**src/rtl/mac_array_ctrl.sv**
```systemverilog
// mac_array_ctrl: sequences weight load, settle, activation execute and drain
// for a row x col mac_tile array. It drives the west-edge per-row instructions
// with a one-cycle-per-row skew and owns the read ports of both SRAMs.
module mac_array_ctrl #(
    parameter int unsigned row     = 4,
    parameter int unsigned col     = 4,
    parameter int unsigned len_bw  = 8,
    parameter int unsigned addr_bw = 8
) (
    input  logic                 clk,
    input  logic                 reset,
    input  logic                 start,
    input  logic [len_bw-1:0]    len,
    output logic                 busy,
    output logic                 done,
    output logic [2*row-1:0]     inst_w,
    output logic                 w_rd_en,
    output logic [addr_bw-1:0]   w_rd_addr,
    output logic                 a_rd_en,
    output logic [addr_bw-1:0]   a_rd_addr
);

    localparam int unsigned drain_cyc = row + col + 1;
    localparam int unsigned drain_bw  = $clog2(drain_cyc + 1);
    localparam int unsigned cnt_bw    = (len_bw > drain_bw) ? len_bw : drain_bw;

    localparam logic [2:0] S_IDLE   = 3'd0;
    localparam logic [2:0] S_LOAD   = 3'd1;
    localparam logic [2:0] S_SETTLE = 3'd2;
    localparam logic [2:0] S_EXEC   = 3'd3;
    localparam logic [2:0] S_DRAIN  = 3'd4;
    localparam logic [2:0] S_DONE   = 3'd5;

    logic [2:0]         state, state_nxt;
    logic [cnt_bw-1:0]  cnt, cnt_nxt;
    logic [len_bw-1:0]  len_q;
    logic [2*row-1:0]   inst_nxt;

    // Next-state and phase counter; the counter restarts at 0 on every state entry.
    always_comb begin
        state_nxt = state;
        cnt_nxt   = cnt + cnt_bw'(1);
        case (state)
            S_IDLE: begin
                cnt_nxt = '0;
                if (start) state_nxt = S_LOAD;
            end
            S_LOAD: begin
                if (cnt == cnt_bw'(col - 1)) begin
                    state_nxt = S_SETTLE;
                    cnt_nxt   = '0;
                end
            end
            S_SETTLE: begin
                if (cnt == cnt_bw'(col - 1)) begin
                    state_nxt = (len_q == '0) ? S_DRAIN : S_EXEC;
                    cnt_nxt   = '0;
                end
            end
            S_EXEC: begin
                if (cnt == cnt_bw'(len_q - len_bw'(1))) begin
                    state_nxt = S_DRAIN;
                    cnt_nxt   = '0;
                end
            end
            S_DRAIN: begin
                if (cnt == cnt_bw'(drain_cyc - 1)) begin
                    state_nxt = S_DONE;
                    cnt_nxt   = '0;
                end
            end
            S_DONE: begin
                state_nxt = S_IDLE;
                cnt_nxt   = '0;
            end
            default: begin
                state_nxt = S_IDLE;
                cnt_nxt   = '0;
            end
        endcase
    end

    // Instruction wavefront: row 0 takes the SRAM enables one cycle late, row r lags r more.
    always_comb begin
        inst_nxt      = inst_w << 2;
        inst_nxt[1:0] = {a_rd_en, w_rd_en};
    end

    // State, job length and registered outputs decoded from the upcoming state.
    always_ff @(posedge clk) begin
        if (reset) begin
            state     <= S_IDLE;
            cnt       <= '0;
            len_q     <= '0;
            busy      <= 1'b0;
            done      <= 1'b0;
            inst_w    <= '0;
            w_rd_en   <= 1'b0;
            w_rd_addr <= '0;
            a_rd_en   <= 1'b0;
            a_rd_addr <= '0;
        end else begin
            state   <= state_nxt;
            cnt     <= cnt_nxt;
            if (state == S_IDLE && start) len_q <= len;
            busy    <= (state_nxt == S_LOAD) || (state_nxt == S_SETTLE) ||
                       (state_nxt == S_EXEC) || (state_nxt == S_DRAIN);
            done    <= (state_nxt == S_DONE);
            inst_w  <= inst_nxt;
            w_rd_en <= (state_nxt == S_LOAD);
            a_rd_en <= (state_nxt == S_EXEC);
            if (state_nxt == S_LOAD) w_rd_addr <= addr_bw'(cnt_nxt);
            if (state_nxt == S_EXEC) a_rd_addr <= addr_bw'(cnt_nxt);
        end
    end

endmodule

```
**config.mk**
```make
export PLATFORM = sky130hd
export DESIGN_NAME = mac_array_ctrl
export DESIGN_NICKNAME = d
export VERILOG_FILES = /design/src/rtl/mac_array_ctrl.sv
export SDC_FILE = /design/constraint.sdc
export NUM_CORES = 1
export LEC_CHECK = 0
export CAP_MARGIN = 20
export CORE_MARGIN = 1.5
export CORE_UTILIZATION = 25
export CTS_BUF_LIST = sky130_fd_sc_hd__clkbuf_8
export CTS_CLUSTER_SIZE = 8
export DETAILED_ROUTE_END_ITERATION = 10
export PLACE_DENSITY = 0.55
export SETUP_SLACK_MARGIN = 0.3
export SLEW_MARGIN = 30
export SYNTH_ARGS = -nofsm -noshare
export SYNTH_HDL_FRONTEND = slang
export SYNTH_SLANG_ARGS = --single-unit
```
**constraint.sdc**
```tcl
create_clock -name clk -period 3.4 [get_ports clk]
set_clock_uncertainty 0.2 [all_clocks]
set_input_delay 0.68 -clock clk [delete_from_list [all_inputs] [get_ports clk]]
set_output_delay 0.68 -clock clk [all_outputs]
set_load 0.05 [all_outputs]
```
==> impl_metrics.env <==
export IMPL_insertion_delay_ps=300
export IMPL_start_util_pct=25.7
export IMPL_relSlewSlack_pct=53.5
export IMPL_worstHoldEndpoint="inst_w[3]$_SDFF_PP0_"
export IMPL_cp_cell_sequence="inv_1 -> ha_1 -> xnor2_1 -> o2bb2ai_1 -> a2111oi_2 -> nand4_1 -> and3_1 -> mux2_2"
export IMPL_syn_num_nets=248
export IMPL_rr_worst_depth=8
export IMPL_clkSlewWorstSetupHoldPaths_ps=90
export IMPL_grt_overflow_total=0
export IMPL_rrSetupSlack_ps=580
export IMPL_grt_usage_pct=11.3
export IMPL_yosys_area_top_type_share_pct=44.8
export IMPL_dr_pass1_iters=4
export IMPL_p_per_area_nw_per_um2=397
export IMPL_status="finished, final reports clean"
export IMPL_drive_gt1_share_pct=7.75
export IMPL_dpl_cell_area_sq_um=2580
export IMPL_gp_congestion=0.808
export IMPL_cts_tree="done"
export IMPL_routedWlPerCell_microns=12.2
export IMPL_arrival_ps=2820
export IMPL_hp_start="inst_w[1]$_SDFF_PP0_"
export IMPL_hold_path_depth=1
export IMPL_cp_top_family="simple AND/OR/NAND/NOR gates"
export IMPL_power_total_mw=1.06
export IMPL_drt_total_wl_mm=4.59
export IMPL_worst_setup_path_start_kind="register"
export IMPL_hold_path_class="register to register"
export IMPL_avgSynthCellArea_sq_um=9.01
export IMPL_synth_area_leader_cell="dfxtp_1"
export IMPL_num_io_pins=39
export IMPL_fillers=886
export IMPL_synth_cell_types=37
export IMPL_p_leak_nw=1.05
export IMPL_synth_ff_type="dfxtp_1"
export IMPL_slew_violations=0
export IMPL_yosysWarnings=0
export IMPL_cts_sinks=47
export IMPL_r2r_end="a_rd_addr[5]$_SDFFE_PP0P_"
export IMPL_synth_compound_area_share_pct=12.8
export IMPL_ys_ff_latch=47
export IMPL_postCtsHoldBufs=0
export IMPL_worst_setup_path_type="register to register"
export IMPL_yosysSeqAreaShare_pct=44.8
export IMPL_synth_most_common_cell="dfxtp_1"
export IMPL_antenna_found_initial=0
export IMPL_fin_setup_tns_ps=0
export IMPL_ctsResizeCount=0
export IMPL_clockRootBuffer="clkbuf_8"
export IMPL_drv_cap=0
export IMPL_dr_first_iter_drc_count=60
export IMPL_fin_area_sq_um=2680
export IMPL_end_kind="register"
export IMPL_drt_vias_per_instance=4.46
export IMPL_worstMarginPinSlew_ps=691
export IMPL_die_h_microns=94.6
export IMPL_fmax_mhz=355
export IMPL_synthTopCellsByCount="dfxtp_1, nand2_1, nor2_1, a21oi_1, inv_1"
export IMPL_max_clock_path_buffers=2
export IMPL_muxShareOfSynthArea_pct=4.05
export IMPL_cp_slowest_stage_delay_ps=480
export IMPL_min_period_ps=2820
export IMPL_grt_pass1_wl_mm=7.82
export IMPL_r2r_start="len_q[0]$_SDFFE_PP0P_"
export IMPL_synth_fa_ha_area_share_pct=2.38
export IMPL_ir_drop_mv=0.183
export IMPL_yosys_area_share_simple_pct=25.0
export IMPL_rows=33
export IMPL_die_area_sq_um=8960
export IMPL_diodes=0
export IMPL_postRouteAntennaNets=0
export IMPL_synth_area_top_cells="dfxtp_1, xnor2_1, nand2_1, nor2_1, a21oi_1"
export IMPL_synth_async_reset_ratio_pct=0
export IMPL_synth_edf_count=0
export IMPL_crit_buf_inv=1
export IMPL_synth_top_family_by_area="simple AND/OR/NAND/NOR gates"
export IMPL_grt_max_degree=40
export IMPL_syn_inst=233
export IMPL_rsz0062_at_grt="no"
export IMPL_netlist_area_sq_um=2100
export IMPL_cts_buffers=5
export IMPL_drc=0
export IMPL_portBuffers=38
export IMPL_required_ps=3400
export IMPL_slowest_stage="a2111oi_2"
export IMPL_highest_layer="met4"
export IMPL_finalSetupViolCount=0
export IMPL_grt_pass1_vias=1652
export IMPL_final_nets=285
export IMPL_finalHoldViolCount=0
export IMPL_synthXorXnorAreaFrac_pct=6.67
export IMPL_cp_max_fo=8
export IMPL_h_tree_depth=2
export IMPL_finalCritPeriodShare_pct=83.0
export IMPL_die_w_microns=94.6
export IMPL_fp_coreArea_sq_um=8180
export IMPL_dp_hpwl_mm=3.34
export IMPL_postCtsSetupBuffers=0
export IMPL_wl_met3_microns=205
export IMPL_via_count=1676
export IMPL_syn2layout_area_growth_pct=27.5
export IMPL_met2_length_mm=2.11
export IMPL_wl_met1_mm=2.21
## per-stage QoR
| step | util [%] | hold WS, ps | std cells | worst slack [ps] |
|---|---|---|---|---|
| 2_1_floorplan | - | 262 | 233 | 836 |
| 3_3_place_gp | 31.6 | 249 | 368 | 643 |
| 3_5_place_dp | 31.6 | 254 | 368 | 586 |
| 4_1_cts | 32.8 | 271 | 376 | 566 |
| 5_1_grt | 32.8 | 282 | 376 | 359 |
| 6_report | 32.8 | 266 | 376 | 580 |
## layout make-up
cell class	count	area (sq um)	area share (%)
Multi-Input combinational cell	163	1070	39.9
Clock buffer	6	82.6	3.08
Inverter	14	52.6	1.96
Sequential cell	47	941	35.1
Timing Repair Buffer	39	388	14.5
Clock inverter	2	13.8	0.514
Tap cell	105	131	4.91
## logic make-up after synthesis
| family | count (synthesis) |
|---|---|
| muxes | 8 |
| xor gates and xnor gates | 16 |
| and+or+nand+nor | 99 |
| AOI/OAI and AO/OA | 36 |
| buffers and inverters | 23 |
| DFF | 47 |
| adders and majority gates | 4 |
## placed cells by master, fill, tap and decap left out, types with 6 or more instances in the layout
cell type / count
nand2b_1: 6
clkdlybuf4s50_1: 38
nor3_1: 7
xnor2_1: 11
and3_1: 10
a21oi_1: 15
dfxtp_1: 47
nand3_1: 9
a22oi_1: 8
nand2_1: 22
nor2b_1: 12
clkbuf_8: 6
inv_1: 14
nor2_1: 22
## worst reg2reg max path: stages, from the launching register on
cell and delay, ps:
dfxtp_1 410, inv_1 80, ha_1 290, xnor2_1 160, o2bb2ai_1 140, a2111oi_2 480, nand4_1 380, and3_1 320
mux2_2 260
## report_power, final
group	total, mW	switching (mW)	internal (mW)	leakage (nW)
combinational	0.128	0.0745	0.0535	0.613
clock	0.360	0.194	0.167	0.0516
sequential	0.575	0.0135	0.562	0.381
## registers in the layout (all words and copies together), names as in the netlist
register,count
cnt,8
done,1
len_q,8
w_rd_addr,8
state,3
a_rd_addr,8
w_rd_en,1
busy,1
inst_w,8
a_rd_en,1
## how the worst max path moves through the flow
stage                           endpoint             startpoint  depth (start not counted)
6_report       a_rd_addr[5]$_SDFFE_PP0P_  len_q[0]$_SDFFE_PP0P_                          8
4_1_cts        a_rd_addr[5]$_SDFFE_PP0P_  len_q[0]$_SDFFE_PP0P_                          8
5_1_grt        a_rd_addr[1]$_SDFFE_PP0P_  len_q[0]$_SDFFE_PP0P_                          8
3_3_place_gp   a_rd_addr[1]$_SDFFE_PP0P_  len_q[0]$_SDFFE_PP0P_                          8
2_1_floorplan  a_rd_addr[1]$_SDFFE_PP0P_  len_q[0]$_SDFFE_PP0P_                          8
3_5_place_dp   a_rd_addr[5]$_SDFFE_PP0P_  len_q[0]$_SDFFE_PP0P_                          8
## per-layer routing
metal  GRT usage (%)  up-vias
met5               0        -
met4            4.35        0
met3            3.06        4
met2            18.3       39
met1            14.3      772
li1                -      861
(Power assumes the default switching activity.)
